<file path="config.mk">
export PLATFORM = sky130hd
export DESIGN_NAME = cordic_phase_det
export DESIGN_NICKNAME = d
export VERILOG_FILES = /design/src/rtl/cordic_pkg.sv /design/src/rtl/cordic_vec_stage.sv /design/src/rtl/cordic_phase_det.sv
export SDC_FILE = /design/constraint.sdc
export NUM_CORES = 1
export LEC_CHECK = 0
export ABC_AREA = 1
export BUFFER_PORTS_ARGS = -buffer_cell sky130_fd_sc_hd__buf_4
export CORE_MARGIN = 2
export CORE_UTILIZATION = 30
export CTS_BUF_LIST = sky130_fd_sc_hd__clkbuf_8 sky130_fd_sc_hd__clkbuf_16
export CTS_CLUSTER_SIZE = 25
export DETAILED_ROUTE_END_ITERATION = 10
export SETUP_SLACK_MARGIN = 0.3
export SYNTH_ARGS = -nofsm -noshare
export SYNTH_HDL_FRONTEND = slang
export SYNTH_SLANG_ARGS = --single-unit
export TNS_END_PERCENT = 30
</file>
<file path="constraint.sdc">
create_clock -name clk -period 4 [get_ports clk]
set_input_delay 0.2 -clock clk [delete_from_list [all_inputs] [get_ports clk]]
set_output_delay 0.2 -clock clk [all_outputs]
set_load 0.005 [all_outputs]
</file>
<file path="src/rtl/cordic_pkg.sv">
// rtl/cordic_pkg.sv - shared constants and types for the CORDIC phase detector
package cordic_pkg;

  // Width of the x/y datapath: 16-bit input plus headroom for the CORDIC gain
  localparam int XY_W = 18;

  // Number of arctangent entries available; ITER may not exceed this
  localparam int ATAN_DEPTH = 16;

  // CORDIC gain 1.64676 in Q16; the magnitude output is not compensated by it
  localparam logic [16:0] CORDIC_GAIN_Q16 = 17'h1A592;

  typedef enum logic [1:0] {
    IDLE = 2'd0,
    ROT  = 2'd1,
    DONE = 2'd2
  } state_e;

  // round(atan(2^-i) * 2^32 / (2*pi)); entry 0 is the rightmost word
  localparam logic [ATAN_DEPTH-1:0][31:0] ATAN_LUT = {
    32'h0000517D,  // 15
    32'h0000A2FA,  // 14
    32'h000145F3,  // 13
    32'h00028BE6,  // 12
    32'h000517CC,  // 11
    32'h000A2F98,  // 10
    32'h00145F2F,  // 9
    32'h0028BE53,  // 8
    32'h00517C55,  // 7
    32'h00A2F61E,  // 6
    32'h0145D7E1,  // 5
    32'h028B0D43,  // 4
    32'h051111D4,  // 3
    32'h09FB385B,  // 2
    32'h12E4051E,  // 1
    32'h20000000   // 0
  };

endpackage

</file>
<file path="src/rtl/cordic_vec_stage.sv">
// rtl/cordic_vec_stage.sv - one combinational CORDIC vectoring iteration
module cordic_vec_stage
  import cordic_pkg::*;
#(
  parameter int N = 32
) (
  input  logic signed [XY_W-1:0] x_i,
  input  logic signed [XY_W-1:0] y_i,
  input  logic        [N-1:0]    z_i,
  input  logic        [3:0]      shift_i,
  input  logic        [N-1:0]    atan_i,
  output logic signed [XY_W-1:0] x_o,
  output logic signed [XY_W-1:0] y_o,
  output logic        [N-1:0]    z_o
);

  logic signed [XY_W-1:0] x_sh;
  logic signed [XY_W-1:0] y_sh;

  // Rotate toward y=0; the sign of y picks the direction, both updates use the old x/y
  always_comb begin
    x_sh = x_i >>> shift_i;
    y_sh = y_i >>> shift_i;
    if (!y_i[XY_W-1]) begin
      x_o = x_i + y_sh;
      y_o = y_i - x_sh;
      z_o = z_i + atan_i;
    end else begin
      x_o = x_i - y_sh;
      y_o = y_i + x_sh;
      z_o = z_i - atan_i;
    end
  end

endmodule

</file>
<file path="src/rtl/cordic_phase_det.sv">
// rtl/cordic_phase_det.sv - iterative CORDIC phase/magnitude detector (option: CORDIC_FREQ_EST_EN)
module cordic_phase_det
  import cordic_pkg::*;
#(
  parameter int N    = 32,
  parameter int ITER = 16
) (
  input  logic                   clk,
  input  logic                   rst,
  input  logic                   in_valid,
  output logic                   in_ready,
  input  logic signed [15:0]     sin_in,
  input  logic signed [15:0]     cos_in,
  output logic                   out_valid,
  input  logic                   out_ready,
  output logic        [N-1:0]    phase_out,
  output logic        [XY_W-1:0] mag_out
`ifdef CORDIC_FREQ_EST_EN
  ,
  output logic        [N-1:0]    freq_out
`endif
);

  localparam logic [3:0] LAST_ITER = 4'(ITER - 1);

  state_e                 state_q, state_d;
  logic [3:0]             iter_q, iter_d;
  logic signed [XY_W-1:0] x_q, x_d;
  logic signed [XY_W-1:0] y_q, y_d;
  logic [N-1:0]           z_q, z_d;
  // Set when the sample lies on the real axis: the pre-rotation angle is already exact
  logic                   axis_q, axis_d;

  logic signed [XY_W-1:0] cos_ext, sin_ext;
  logic signed [XY_W-1:0] x_nxt, y_nxt;
  logic [N-1:0]           z_nxt;
  logic [N-1:0]           atan_n;

  assign cos_ext = XY_W'(cos_in);
  assign sin_ext = XY_W'(sin_in);
  assign atan_n  = ATAN_LUT[iter_q][31 -: N];

  cordic_vec_stage #(
    .N (N)
  ) u_stage (
    .x_i     (x_q),
    .y_i     (y_q),
    .z_i     (z_q),
    .shift_i (iter_q),
    .atan_i  (atan_n),
    .x_o     (x_nxt),
    .y_o     (y_nxt),
    .z_o     (z_nxt)
  );

  // Next-state, datapath load/iterate and handshake outputs
  always_comb begin
    state_d   = state_q;
    iter_d    = iter_q;
    x_d       = x_q;
    y_d       = y_q;
    z_d       = z_q;
    axis_d    = axis_q;
    in_ready  = 1'b0;
    out_valid = 1'b0;
    unique case (state_q)
      IDLE: begin
        in_ready = !rst;
        if (in_valid) begin
          // Fold the left half-plane onto the right so the iterations converge
          if (cos_in[15]) begin
            x_d = -cos_ext;
            y_d = -sin_ext;
            z_d = {1'b1, {(N-1){1'b0}}};
          end else begin
            x_d = cos_ext;
            y_d = sin_ext;
            z_d = '0;
          end
          axis_d  = (sin_in == 16'sd0);
          iter_d  = 4'd0;
          state_d = ROT;
        end
      end
      ROT: begin
        x_d = x_nxt;
        y_d = y_nxt;
        // On the axis the iterations only build the magnitude; the angle stays exact
        if (!axis_q) begin
          z_d = z_nxt;
        end
        if (iter_q == LAST_ITER) begin
          state_d = DONE;
        end else begin
          iter_d = iter_q + 4'd1;
        end
      end
      DONE: begin
        out_valid = 1'b1;
        if (out_ready) begin
          state_d = IDLE;
        end
      end
      default: begin
        state_d = IDLE;
      end
    endcase
  end

  // State and datapath registers; reset abandons any computation in flight
  always_ff @(posedge clk) begin
    if (rst) begin
      state_q <= IDLE;
      iter_q  <= 4'd0;
      x_q     <= '0;
      y_q     <= '0;
      z_q     <= '0;
      axis_q  <= 1'b0;
    end else begin
      state_q <= state_d;
      iter_q  <= iter_d;
      x_q     <= x_d;
      y_q     <= y_d;
      z_q     <= z_d;
      axis_q  <= axis_d;
    end
  end

  assign phase_out = z_q;
  assign mag_out   = x_q;

`ifdef CORDIC_FREQ_EST_EN
  logic [N-1:0] prev_phase_q;
  logic         have_prev_q;

  // Remember the last accepted phase so the next result can report its increment
  always_ff @(posedge clk) begin
    if (rst) begin
      prev_phase_q <= '0;
      have_prev_q  <= 1'b0;
    end else if (out_valid && out_ready) begin
      prev_phase_q <= z_q;
      have_prev_q  <= 1'b1;
    end
  end

  assign freq_out = have_prev_q ? (z_q - prev_phase_q) : '0;
`endif

endmodule
</file>
* Word level (Yosys, flattened, before mapping) *
Memories as Yosys holds them, arrays and structs flattened. A register that Yosys moved wholly into a read port is not among the register bits.
Index checks and enable logic that the tools add are counted.

word-level totals
  register bits = 75
  ROM bits = 512
  output and inout bits = 52
  logic and storage cells = 61
  memories kept = 1

cells by class
  add/sub/neg operators = 9
  order comparisons = 1
  equal/unequal tests = 8
  shifts and indexed selects = 2
  multiplexer cells = 25
  reduce and logical (&&, ||, !) cells = 9

memory list
  memory            depth  bits a word  rd ports  clocked after Yosys merged registers in  wr ports  line                    source
  (name not given)  16     32           1         1                                        0         cordic_phase_det.sv:41  assign atan_n = ATAN_LUT[iter_q][31 -: N];

operators by type and width
  cell                                                        number
  2-to-1 mux 32 bit                                           5
  2-to-1 mux 18 bit                                           6
  case mux 18 bit (2 select lines)                            2
  case mux 32 bit (2 select lines)                            1
  adder 18 bit                                                2
  negation 16 -> 18 bit                                       2
  >>> shifter 18 x 4 -> 18 bit                                2
  subtractor 18 bit                                           2
  adder 32 bit                                                1
  subtractor 32 bit                                           1
  zero test 16 bit                                            1
  2-to-1 mux 4 bit                                            4
  inequality test 2 bit, second input constant                5
  AND reduction 3 bit                                         3
  case mux 4 bit (2 select lines)                             1
  2-to-1 mux 2 bit                                            3
  case mux 2 bit (3 select lines)                             1
  less-than comparator 4 x 5 -> 1 bit, second input constant  1
  adder 4 x 1 -> 4 bit, second input constant                 1
  equality test 4 bit, second input constant                  1
  AND reduction 2 bit                                         2
  equality test 2 x 1 -> 1 bit, second input constant         1
  equality test 2 bit, second input constant                  1
  zero test 2 bit                                             1
  3 further kinds                                             4

* Logic depth before layout (Yosys ltp) *
Gate-level depths: netlist (run 1).

  word-level depth = 6
  depth in mapped cells = 27

* By module *
From an unflattened synthesis (run 1), not the netlist that was laid out.

second synthesis, totals
  cell total of the unflattened synthesis = 1,937
  area, all modules = 11,728.7 µm²

modules (own cells, without submodules)
  module            times used  cells an instance  area each (µm²)  sequential area each (µm²)
  cordic_vec_stage  1           1,207              6,625.1          0.0
  cordic_phase_det  1           730                5,103.6          2,102.0

* Worst setup path after synthesis (run 1) *
OpenSTA, ideal clock, no wires.

  path kind = register to register
  start point = reg iter_q[0]
  end point = reg x_q[14], in the netlist mag_out[14]
  arrival = 3.286 ns
  data required time = 3.909 ns
  path slack = 0.624 ns
  stages on the path, launching flop included = 24
  buffers on the path = 2
  period minus slack after synthesis = 3.376 ns
  cells stage by stage = dfxtp_1 > buf_4 > buf_4 > nand2_1 > nand3_1 > nand3_1 > nand3_1 > nand2_1 > ha_1 > and3_1 > nor2_1 > nor2_2 > nand2_1 > mux2_1 > ha_1 > nand2_1 > o21ai_0 > a21oi_1 > nand2_1 > nand3_1 > nand2_1 > xor2_1 > nor2_1 > a311oi_1

on the way
  cells in the longest elaborated chain, start to end = 4
  elaborated cells between the ends (all ways) = 5

ends and longest elaborated chain
  what                                               line                                            source
  start, declared                                    cordic_phase_det.sv:27                          logic [3:0] iter_q, iter_d;
  start signal, assigned                             cordic_phase_det.sv:121                         iter_q <= iter_d;
  >>> shifter 18 x 4 -> 18 bit (*)                   cordic_vec_stage.sv:23                          y_sh = y_i >>> shift_i;
  adder 18 bit or subtractor 18 bit (tied branches)  cordic_vec_stage.sv:25, cordic_vec_stage.sv:29
  2-to-1 mux 18 bit (*)                              cordic_vec_stage.sv:24                          if (!y_i[XY_W-1]) begin
  case mux 18 bit (2 select lines) (*)               cordic_phase_det.sv:66                          unique case (state_q)
  end signal, assigned                               cordic_phase_det.sv:115                         x_q <= '0;
  end signal, assigned                               cordic_phase_det.sv:122                         x_q <= x_d;
  end, declared                                      cordic_phase_det.sv:28                          logic signed [XY_W-1:0] x_q, x_d;

Every way passes the cells marked *; elsewhere a longest branch is shown, timed or not.
A chain may end at the register's enable or synchronous reset.

* Worst setup path in the final report (run 1) *
  start point = reg iter_q[3]
  end point = reg x_q[14], in the netlist mag_out[14]

Same word-level chain as after synthesis.

==> results.cfg, run 1 <==
[outcome]
status = complete, no violations

[cts]
path_clk_slew_ns = 0.08
cts_buffer_depth = 2
cts_buffers = 9
clock_latency_ns = 0.39
root_buffer = clkbuf_16
h-tree-depth = 3
clock-sinks = 105
tritoncts = done

[logic_synthesis]
yosys.area.top_type_share = 0.187
ys_types = 60
ys_warn_count = 0
async_flop_share = 0
synthesis.area_um2 = 11300
synthCells = 1870
yosysTopAreaCell = dfxtp_1
synth_edf_count = 0
synth-main-ff-cell = dfxtp_1
synth.area.top_cells = dfxtp_1, nand2_1, nand3_1
ys_seq_elements = 105
avgSynthCellArea_um2 = 6.02
synth.net_count = 1987
ys_seq_area_frac = 0.187

[sta]
rsz0062_at_grt = yes
period_share = 0.899
setup_tns_ns = 0
drv_slew = 0
setup_viol = 0
finalHoldViolCount = 0
period_minus_slack_ns = 3.59
fmax_ghz = 0.278
fin_ws_ns = 0.406
timing.hold.ws_ns = 0.131
finalClockSkew_ns = 0.00994
relSlewSlack = 0.578
worst_pin_slew_ns = 0.633

[min_path]
min_path_type = input port to flip-flop

[pwr]
p_leak_nw = 6.50
p_per_area_nw_per_um2 = 552
irDropWorstVdd_v = 0.000228
total_power_mw = 7.65

[run]
cap_violations = 0

[placed_design]
hpwl_um = 30200
dp_slack_ns = 0.0790
io_buffers = 87
dpl_cell_area_um2 = 12500
dp_cells = 2397
routabilityCongestion = 0.960

[final_layout]
areaGrowthSynthToFinish_pct = 23.2
utilization = 0.377
drive_above_1_share = 0.187
stdcell_count = 2451
antenna_cells = 0
stdcell_area_um2 = 13900
nNetsFinal = 2095

[floorplanning]
die_x_um = 198
initial_core_util = 0.306
design.portCount = 88
die_h_um = 198
placementRows = 70
die_area_um2 = 39100
coreArea_um2 = 36800

[route]
drt_first_pass_iters = 5
wl_per_cell_um = 16.3
drt-initial-drc-count = 1071
num_vias = 13000
drc = 0
routed_wl_um = 39900
ant_nets = 0
vias_per_cell = 5.28

[global_routing]
grt_usage = 0.197
grt_overflow_total = 0
grt_pass1_vias = 11700
grt_pass1_wl_um = 61600
grt_max_degree = 42
antenna_found_initial = 0

[critical_path]
critical_path.endpoint_type = flip-flop
worst-path-buf-inv = 4
critPathLaunchType = flip-flop
critPathTopFamily = buffers and inverters
cp_max_fo = 14
required_ns = 4.29
worst_ep_arrival_time_ns = 3.89
critPathMaxStageDelay_ns = 0.37
worstPathCellList = clkinv_1, buf_4, nand3_1, nand2_1, nand2_2, inv_2, nand3_1, nand2_2, o21ai_1, mux2i_1, ha_1, a21o_1, inv_1, o21ai_2, a21oi_1, nand2_1, nand3_1, nand2_1, xor2_1, nor2_1, a311oi_1
crit_type = flip-flop to flip-flop
cp_slowest_cell = clkinv_1
## where the power goes
group,internal (mW),total [mW],switching (mW)
sequential,1.19,1.41,0.214
combinational,2.04,5.23,3.20
clock,0.519,1.01,0.489
## routing by layer
layer | vias to the layer above | part of all wire | GRT usage
met2 | 417 | 0.45 | 0.313
met5 | - | 0 | 0
li1 | 6516 | - | -
met3 | 71 | 0.062 | 0.0298
met1 | 5948 | 0.46 | 0.271
met4 | 0 | 0.029 | 0.0649
## worst register-to-register path: stages (launching register included)
cell and delay [ns]:
dfxtp_1 0.35, clkinv_1 0.37, buf_4 0.36, nand3_1 0.17, nand2_1 0.12, nand2_2 0.12, inv_2 0.06, nand3_1 0.09
nand2_2 0.07, o21ai_1 0.10, mux2i_1 0.29, ha_1 0.31, a21o_1 0.19, inv_1 0.06, o21ai_2 0.06, a21oi_1 0.11
nand2_1 0.09, nand3_1 0.07, nand2_1 0.06, xor2_1 0.15, nor2_1 0.05, a311oi_1 0.27
## placed cells by master, fill, tap and decap left out, types with 4 or more instances in the layout
| cell type | n |
|---|---|
| a21boi_0 | 18 |
| clkbuf_16 | 12 |
| dfxtp_1 | 101 |
| nand2_1 | 424 |
| nand3_1 | 181 |
| a21oi_2 | 14 |
| o21a_1 | 5 |
| inv_2 | 17 |
| nand2_2 | 28 |
| o21ai_2 | 7 |
| xnor2_1 | 16 |
| buf_4 | 155 |
| o211ai_1 | 6 |
| nor3_2 | 7 |
| inv_1 | 165 |
| nor3_1 | 21 |
| nand3_2 | 30 |
| nor2_2 | 11 |
| xor2_1 | 52 |
| ha_4 | 10 |
| a31oi_1 | 23 |
| o21ai_0 | 145 |
| or2_2 | 18 |
| o31ai_1 | 8 |
| buf_12 | 4 |
| nor2_1 | 141 |
| nand3b_1 | 6 |
| nand2_4 | 6 |
| nor2_4 | 10 |
| ha_1 | 66 |
| o21ai_1 | 24 |
| nand4_1 | 15 |
| a21o_1 | 6 |
| a21oi_1 | 156 |
| o21bai_1 | 8 |
## state kept, by name, indices dropped and copies added (netlist names)
signal and cells:
phase_out 32, atan_n 30, mag_out 18, y_q 18, iter_q 4, state_q 2, axis_q 1
## worst paths after layout
path	from	endpoint	slack, ns	cells past startpoint
worst min-delay path	cos_in[14]	mag_out[14]	0.13	3
worst max register to register	iter_q[3]	mag_out[14]	0.41	21
worst max-delay path	iter_q[3]	mag_out[14]	0.41	21
worst min register to register	phase_out[17]	phase_out[17]	0.49	2
## synthesized netlist by cell type (all sizes together), types with 3 or more instances
library cell / count
buf: 33
xnor2: 16
o21a: 5
o31ai: 9
a31oi: 26
dfxtp: 105
nor4: 4
or2: 19
a21o: 6
nand3b: 8
o21bai: 8
nand2: 458
inv: 184
fa: 3
nor2: 162
ha: 78
nand4: 16
o21ai: 177
a21boi: 18
a21oi: 172
clkbuf: 37
o211ai: 6
nand3: 211
clkinv: 4
nor3: 31
xor2: 54
## repair_timing
item / in CTS / in global routing
hold buffers: 0 / 0
setup buffers: 1 / 32
gates resized for setup: 13 / 176
gates cloned: 1 / 4
pin swaps: 0 / 64
endpoints found under the hold margin: 0 / 0
endpoints found under the setup margin: 15 / 30
## cell type report
| cell class | count | area, µm² |
|---|---|---|
| Fill cell | 3931 | 22900 |
| Multi-Input combinational cell | 1507 | 8750 |
| Sequential cell | 105 | 2110 |
| Timing Repair Buffer | 166 | 1370 |
| Inverter | 188 | 718 |
| Tap cell | 468 | 586 |
| Clock buffer | 10 | 239 |
| Clock inverter | 6 | 83.8 |
| Timing Repair inverter | 1 | 6.26 |
## cell families (layout without fill, tap and decap cells)
kind of cell | count (synthesis) | after routing | share of synthesized area
buf+inv | 258 | 371 | 0.0933
compound gates | 443 | 443 | 0.218
xor+xnor | 70 | 70 | 0.0551
flops | 105 | 105 | 0.187
mux | 2 | 2 | 0.00189
fa+ha+maj | 81 | 81 | 0.0920
simple gates | 911 | 911 | 0.353
(Power assumes the default switching activity.)
==> run 2: changes to the inputs <==
--- a/config.mk
+++ b/config.mk
@@ -12,6 +12,7 @@
 export CTS_BUF_LIST = sky130_fd_sc_hd__clkbuf_8 sky130_fd_sc_hd__clkbuf_16
 export CTS_CLUSTER_SIZE = 25
 export DETAILED_ROUTE_END_ITERATION = 10
+export REMOVE_ABC_BUFFERS = 1
 export SETUP_SLACK_MARGIN = 0.3
 export SYNTH_ARGS = -nofsm -noshare
 export SYNTH_HDL_FRONTEND = slang
==> results.cfg, run 2 (same netlist as run 1, synthesis figures left out) <==
[outcome]
status = complete, no violations

[placed_design]
hpwl_um = 29700
dp_cells = 2389
dpl_cell_area_um2 = 12400
io_buffers = 87
routabilityCongestion = 0.986

[final_layout]
stdcell_area_um2 = 13700
drive_above_1_share = 0.185
mostFrequentLayoutCells = nand2_1, nand3_1, inv_1, a21oi_1, o21ai_0
final_common_cell = nand2_1
antenna_cells = 0
utilization = 0.372
areaGrowthSynthToFinish_pct = 21.6
nFillCells = 4026
nNetsFinal = 2076
largest_reg_flops = 32
stdcell_count = 2432

[cts]
postCtsHoldBufs = 0
clock-sinks = 105
cts_buffer_depth = 2
path_clk_slew_ns = 0.09
cts_buffers = 9
tritoncts = done
clock_latency_ns = 0.38
h-tree-depth = 3
root_buffer = clkbuf_16

[sta]
setup_viol = 0
finalClockSkew_ns = 0.00963
rsz0062_at_grt = yes
period_minus_slack_ns = 3.56
drv_slew = 0
period_share = 0.891
timing.hold.ws_ns = 0.126
worst_pin_slew_ns = 1.06
fmax_ghz = 0.281
relSlewSlack = 0.294
finalHoldViolCount = 0

[floorplanning]
placementRows = 70
coreArea_um2 = 36800
die_x_um = 198
die_h_um = 198
die_area_um2 = 39100
initial_core_util = 0.306
design.portCount = 88

[global_routing]
use_met2 = 0.350
grt_usage = 0.195
grt.busiest_layer = met2
grt_max_degree = 42
grt_pass1_vias = 11800
grt_overflow_total = 0
gr-usage-met3 = 0.0221
grt_pass1_wl_um = 61100
grt_use_met1 = 0.243
antenna_found_initial = 0

[route]
drc = 0
num_vias = 12800
vias_per_cell = 5.26
wl_per_cell_um = 16.1
routed_wl_um = 39200
drt-initial-drc-count = 606
drt_first_pass_iters = 5
ant_nets = 0

[pwr]
clkPwrFrac = 0.128
p_per_area_nw_per_um2 = 535
total_power_mw = 7.32
p_seq_frac = 0.192
p_leak_nw = 6.34
switching_share = 0.509
irDropWorstVdd_v = 0.000248
p_comb_frac = 0.680
p_sw_mw = 3.73
intPower_mw = 3.59

[critical_path]
worst_ep_arrival_time_ns = 3.85
critical_path.endpoint_type = flip-flop
critPathLaunchType = flip-flop
cp_max_fo = 19
required_ns = 4.28
crit_type = flip-flop to flip-flop

[run]
cap_violations = 0

[min_path]
min_path_type = input port to flip-flop
## run 2: changes by cell type in the layout (fill, tap and decap cells not counted), sizes merged
cell      change
buf          -16
clkbuf        -3
bufinv        -1
clkinv        -1
clkinvlp      +1
inv           +1
## run 2: path summary, 6_finish.rpt
path                  endpoint          from  slack, ns  cells after the start
setup / recovery   mag_out[14]     iter_q[0]       0.44                     23
hold / removal     mag_out[14]    cos_in[14]       0.13                      3
setup reg to reg   mag_out[14]     iter_q[0]       0.44                     23
hold reg to reg   phase_out[0]  phase_out[0]       0.49                      2
## run 2: final cells by class
class	count	area (µm²)	area share
repair buffers	148	1200	0.0879
clock buffers	9	225	0.0165
well taps	468	586	0.0428
flip-flops and latches	105	2110	0.154
clock inverters	7	61.3	0.00448
inverters	188	716	0.0523
multi-input cells	1507	8780	0.642
## run 2: layer usage
| layer | routed length (µm) | part of all wire |
|---|---|---|
| met1 | 17400 | 0.44 |
| met2 | 19000 | 0.49 |
| met3 | 1530 | 0.039 |
| met4 | 1220 | 0.031 |
| met5 | 0 | 0 |
## run 2: power by group through the flow
stage	logic [mW]	clock network, mW	registers [mW]
3_3_place_gp	4.25	0	1.41
6_report	4.98	0.935	1.40
4_1_cts	4.34	0.970	1.39
2_1_floorplan	3.17	0	1.36
3_5_place_dp	4.27	0	1.41
5_1_grt	5.61	1.00	1.42
## run 2: worst max-delay path, cell delays in order (launching register included)
cell and delay [ns]:
dfxtp_4 0.38, inv_4 0.10, buf_8 0.17, nand2_1 0.08, nand3_1 0.11, nand3_1 0.14
nand2_1 0.13, nand2_1 0.07, nand2_1 0.11, inv_1 0.07, a21oi_1 0.25, nor2_4 0.09
nand2_2 0.10, mux2_1 0.37, ha_4 0.30, nand2_1 0.09, nor2_2 0.14, a21oi_1 0.08
nand2_1 0.12, nand3_1 0.08, nand2_1 0.08, xor2_1 0.14, nor2_1 0.05, a311oi_1 0.22
## run 2: what timing repair did
action,in CTS,in global routing
setup endpoints to repair,9,35
gates cloned,0,1
pin swaps,1,58
buffers inserted,1,25
resized for setup,12,177
## run 2: metrics by stage
step	setup slack (ns)	setup TNS, ns
after global placement	0.200	0
after global routing	0.179	0
after detailed placement	0.177	0
after CTS	0.248	0
final	0.436	0
after floorplan	-0.253	-1.64
